**src/rtl/dct_block_sequencer.sv**
```systemverilog
// Sequencer for the 8x8 2D-DCT: for each output coefficient (u,v) it streams all 64
// pixel/cosine reads into the MAC, waits out read+MAC latency, then writes the result.
module dct_block_sequencer #(
  parameter int RD_LAT  = 1,
  parameter int MAC_LAT = 1
) (
  input  logic       Clock,
  input  logic       Reset,
  input  logic       Start,
  input  logic       Abort,
  output logic       Busy,
  output logic       Done,
  output logic       Pix_Rd_En,
  output logic [5:0] Pix_Addr,
  output logic [5:0] Coef_Row_Addr,
  output logic [5:0] Coef_Col_Addr,
  output logic       MAC_En,
  output logic       MAC_Clear,
  output logic       Res_Wr_En,
  output logic [5:0] Res_Addr
);
  localparam int DRAIN_LEN = RD_LAT + MAC_LAT - 1;
  localparam int DW        = $clog2(DRAIN_LEN + 1);

  typedef enum logic [2:0] {S_IDLE, S_ISSUE, S_DRAIN, S_WRITE, S_DONE} state_e;

  state_e            state_q, state_d;
  logic [5:0]        xy_q, xy_d;   // {x,y}: y is the inner loop
  logic [5:0]        uv_q, uv_d;   // {u,v}: v is the inner loop
  logic [DW-1:0]     drain_q, drain_d;
  logic [RD_LAT-1:0] vld_pipe_q, vld_pipe_d;
  logic [RD_LAT-1:0] clr_pipe_q, clr_pipe_d;
  logic              rd_en, wr_en, flush;

  assign rd_en = (state_q == S_ISSUE);
  assign wr_en = (state_q == S_WRITE);

  always_comb begin
    state_d = state_q;
    xy_d    = xy_q;
    uv_d    = uv_q;
    drain_d = drain_q;
    flush   = 1'b0;
    case (state_q)
      S_IDLE:  if (Start && !Abort) state_d = S_ISSUE;
      S_ISSUE: begin
        xy_d = xy_q + 6'd1;
        if (xy_q == 6'd63) begin
          state_d = S_DRAIN;
          drain_d = '0;
        end
      end
      S_DRAIN: begin
        if (drain_q == DW'(DRAIN_LEN - 1)) state_d = S_WRITE;
        else drain_d = drain_q + DW'(1);
      end
      S_WRITE: begin
        uv_d    = uv_q + 6'd1;
        state_d = (uv_q == 6'd63) ? S_DONE : S_ISSUE;
      end
      S_DONE:  state_d = S_IDLE;
      default: state_d = S_IDLE;
    endcase
    // Abort cancels everything in flight; a write already on the bus this cycle still lands.
    if (Abort && (rd_en || wr_en || state_q == S_DRAIN)) begin
      state_d = S_IDLE;
      xy_d    = '0;
      uv_d    = '0;
      drain_d = '0;
      flush   = 1'b1;
    end
  end

  // Read strobe and first-read marker travel together so MAC_Clear aligns with its MAC_En.
  always_comb begin
    vld_pipe_d    = vld_pipe_q;
    clr_pipe_d    = clr_pipe_q;
    vld_pipe_d[0] = rd_en;
    clr_pipe_d[0] = rd_en && (xy_q == 6'd0);
    for (int i = 1; i < RD_LAT; i++) begin
      vld_pipe_d[i] = vld_pipe_q[i-1];
      clr_pipe_d[i] = clr_pipe_q[i-1];
    end
    if (flush) begin
      vld_pipe_d = '0;
      clr_pipe_d = '0;
    end
  end

  always_ff @(posedge Clock or negedge Reset) begin
    if (!Reset) begin
      state_q    <= S_IDLE;
      xy_q       <= '0;
      uv_q       <= '0;
      drain_q    <= '0;
      vld_pipe_q <= '0;
      clr_pipe_q <= '0;
    end else begin
      state_q    <= state_d;
      xy_q       <= xy_d;
      uv_q       <= uv_d;
      drain_q    <= drain_d;
      vld_pipe_q <= vld_pipe_d;
      clr_pipe_q <= clr_pipe_d;
    end
  end

  assign Busy          = rd_en || wr_en || (state_q == S_DRAIN);
  assign Done          = (state_q == S_DONE);
  assign Pix_Rd_En     = rd_en;
  assign Pix_Addr      = rd_en ? xy_q : 6'd0;
  assign Coef_Row_Addr = rd_en ? {uv_q[5:3], xy_q[5:3]} : 6'd0;
  assign Coef_Col_Addr = rd_en ? {uv_q[2:0], xy_q[2:0]} : 6'd0;
  assign MAC_En        = vld_pipe_q[RD_LAT-1];
  assign MAC_Clear     = clr_pipe_q[RD_LAT-1];
  assign Res_Wr_En     = wr_en;
  assign Res_Addr      = wr_en ? uv_q : 6'd0;

endmodule

```
**config.mk**
```make
export PLATFORM = sky130hd
export DESIGN_NAME = dct_block_sequencer
export DESIGN_NICKNAME = d
export VERILOG_FILES = /design/src/rtl/dct_block_sequencer.sv
export SDC_FILE = /design/constraint.sdc
export NUM_CORES = 1
export LEC_CHECK = 0
export ABC_AREA = 1
export ABC_CLOCK_PERIOD_IN_PS = 1500
export CELL_PAD_IN_SITES_DETAIL_PLACEMENT = 1
export CELL_PAD_IN_SITES_GLOBAL_PLACEMENT = 2
export CORE_ASPECT_RATIO = 1.25
export CORE_MARGIN = 2
export CORE_UTILIZATION = 24
export CTS_CLUSTER_DIAMETER = 150
export DETAILED_ROUTE_END_ITERATION = 16
export PLACE_DENSITY_LB_ADDON = 0.12
export SLEW_MARGIN = 20
export SYNTH_ARGS = -nofsm -noshare
export SYNTH_HDL_FRONTEND = slang
export SYNTH_SLANG_ARGS = --single-unit
```
**constraint.sdc**
```tcl
create_clock -name Clock -period 1.5 [get_ports Clock]
set_input_delay 0.3 -clock Clock [delete_from_list [all_inputs] [get_ports Clock]]
set_output_delay 0.3 -clock Clock [all_outputs]
set_load 0.03 [all_outputs]
```
==> impl_results.md, run 1 <==
* Worst skew pair latency at 0.26 ns
* Final std cells w/o fill at 251
* Max H-tree Level at 1
* Initial drt markers at 32
* Setup TNS at -1.88 ns
* Max Clock Freq at 623 MHz
* Share of layout cells above drive strength 1 at 0.461
* Post-DP HPWL at 2460 µm
* Initial antenna violation count at 0
* VDD IR-drop max at 0.000546 V
* IO buf count at 33
* Gr busiest metal: met2
* TritonCTS Buffers at 3
* Vias in the first global route at 1262
* Starting Density at 0.247
* CP Data Arrival Time at 1.31 ns
* Yosys top cell area share at 0.395
* Reg2reg setup slack at -0.04 ns
* Pre-CTS setup slack at 0.00913 ns
* Average wire per cell in the routed design at 14.3 µm
* Reg-to-Reg Start: state_q[1]$_DFFE_PN0P_
* Most frequent cells in the layout: 32 x buf_6, 19 x nand2_1, 17 x inv_1
* R2R Path End: xy_q[0]$_DFFE_PN0P_
* Register bit total from synthesis at 17
* First-pass detailed-route iteration total at 4
* Final WS setup at -0.106 ns
* Final setup fails at 29
* Synth area leader: dfrtp_1
* Multi-input gate area at 647 µm²
* Met2 usage at 0.298
* Adder-cell share of the synthesized area at 0.0349
* Final period utilization at 1.07
* Die area at 5040 µm²
* Yosys warns at 0
* Mean post-synth cell area at 7.32 µm²
* Count of different cell masters after synthesis at 21
* Max-Slew Margin vs Limit at 0.797
* Failing checks: negative setup slack
* First-pass GRT wire length at 6030 µm
* Post-Syn Area at 1080 µm²
* Overall power at 0.00282 W
* R2R depth at 8
* Unrepaired setup endpoints after global routing: yes
* CP Launch Type: register
* Filler instances at 502
* ANT nets after route at 0
* Die H at 78.9 µm
* Gp weighted congestion at 0.756
* Area grow syn2layout at 71.7%
* Top-Level Pins at 34
* Ant. Diodes at 0
* Simple-gate portion of the synthesized area at 0.330
* CP max stage cell: dfrtp_2
* Post-synthesis compound-gate area fraction at 0.0884
* Nets at 201
* Maximum Capacitance Violations at 0
* # DRC at 0
* Syn_nets at 154
* Crit path kind: register to output port
* Die width at 63.9 µm
* Worst Skew at 0.00722 ns
* Routed vias/inst at 4.52
* Pin count of the biggest net entering global routing at 18
* Met1 Usage GRT at 0.167
* Largest delay share family, worst path: flip-flops
* Hold buffers post-CTS at 0
* CP Max Fanout at 7
* Register area at 429 µm²
* Most common cell after layout, fill and taps aside: buf_6
* Status: finished with violations
* Tmin final at 1.61 ns
* Final hold slack at 0.375 ns
* Final hold vios at 0
* CP endpoint kind: output port
* Largest family of logic cells by synthesized area: simple AND/OR/NAND/NOR gates
* Actual slew at the worst max-slew pin at 0.306 ns
* Cell count after placement at 235
* Sequential-to-total area share from yosys stat at 0.395
* CP max stage delay at 0.44 ns
* Max Root-Sink Buffers at 2
* Lkg Pwr at 0.855 nW
* Met3 Usage GRT at 0.0198
* Vias at 1135
* DRT Wirelength at 3580 µm
* Clock transition at the registers of the reported paths at 0.07 ns
* Core area at 4360 µm²
* Row count at 27
* # clock sinks at 17
* CP bufs+invs at 3
* Synth Area in XOR/XNOR at 0
* Largest cells by area after synthesis: dfrtp_1 40%, nor2_1 12%, nand2_1 7.3%, inv_1 7.0%, nand3_1 4.7%
* Crit path from: state_q[1]$_DFFE_PN0P_
* Synth Instances at 147
* Worst hold path type: input pin to async pin
* Mux contribution to synthesized area at 0
* CTS tree: yes
* Max-slew violation count at 0
* Worst EP required at 1.20 ns
* Cell Pwr Density at 1530 nW/µm²
* GRT Total Usage at 0.153
* Worst path cell trace: inv_2 -> nand3_4 -> buf_12 -> nor2_4 -> buf_6
* CTS root buf: clkbuf_8
* Grt ovf at 0
worst register-to-register path: stages (launching register included):
cell       delay [ns]
dfrtp_2          0.44
inv_2            0.09
nand3_4          0.09
buf_4            0.15
buf_4            0.12
bufbuf_16        0.26
buf_6            0.12
o21ai_2          0.10
a21oi_1          0.05
cells in the mapped netlist:
master	instances
nor2_2	1
o21ai_0	8
inv_1	20
nor2_1	34
buf_4	6
nor4_1	1
nand2_1	21
inv_2	1
nand3_2	1
buf_2	1
dfrtp_1	17
nor2_8	1
ha_1	3
nand2_2	1
buf_6	3
nor3_1	5
nand3_1	10
a21oi_1	7
a211oi_1	1
a211oi_2	1
nand4_1	4
sequential cells by signal, summed over array words and instances (netlist names):
register   count
state_q        3
MAC_En         1
xy_q           6
uv_q           6
MAC_Clear      1
through the flow:
stage	util	instance area, µm²
after floorplan	-	1170
after global placement	0.334	1460
after detailed placement	0.334	1460
after CTS	0.408	1780
after global routing	0.424	1850
final	0.424	1850
how the worst max path moves through the flow:
stage	endpoint	slack [ns]	cells past startpoint
global placement	uv_q[1]$_DFFE_PN0P_	0.03	4
CTS	Pix_Addr[5]	-0.12	5
finish	Coef_Row_Addr[0]	-0.11	5
floorplan	Pix_Addr[0]	-0.07	6
detailed placement	uv_q[1]$_DFFE_PN0P_	0.009	4
global route	Coef_Col_Addr[2]	-0.16	5
logic make-up (layout without fill, tap and decap cells):
kind of cell / after synthesis / in the layout
simple gates: 79 / 79
buf+inv: 31 / 77
compound gates: 17 / 17
flops: 17 / 17
fa+ha+maj: 3 / 3
routing by layer:
layer,up-vias,share of wire
met3,2,0.033
met1,559,0.39
met5,-,0
met2,21,0.57
li1,553,-
met4,0,0.0045
report_power, final:
part	internal (W)	leakage, nW	switching [W]
Clock	0.000189	0.0228	0.000170
Combinational	0.000778	0.607	0.00100
Sequential	0.000562	0.226	0.000123
Total	0.00153	0.855	0.00129
area by class of cell:
type,instances,share of cell area
Multi-Input combinational cell,99,0.350
Timing Repair Buffer,52,0.309
Sequential cell,17,0.232
Inverter,21,0.0454
Tap cell,58,0.0393
Clock buffer,4,0.0244
timing repair:
| item | 4_1_cts | 5_1_grt |
|---|---|---|
| setup endpoints to repair | 30 | 34 |
| resized for setup | 53 | 16 |
| cloned | 1 | 0 |
| setup buffers | 8 | 3 |
| pin swaps | 7 | 5 |
| hold endpoints to repair | 0 | 0 |
Power figures use the tool's default switching activity.
==> inputs of run 2 (changes only) <==
--- a/config.mk
+++ b/config.mk
@@ -7,6 +7,7 @@
 export LEC_CHECK = 0
 export ABC_AREA = 1
 export ABC_CLOCK_PERIOD_IN_PS = 1500
+export CAP_MARGIN = 20
 export CELL_PAD_IN_SITES_DETAIL_PLACEMENT = 1
 export CELL_PAD_IN_SITES_GLOBAL_PLACEMENT = 2
 export CORE_ASPECT_RATIO = 1.25
==> results of run 2 <==
Same layout as run 1: the final DEF is identical, and so are final timing and power.
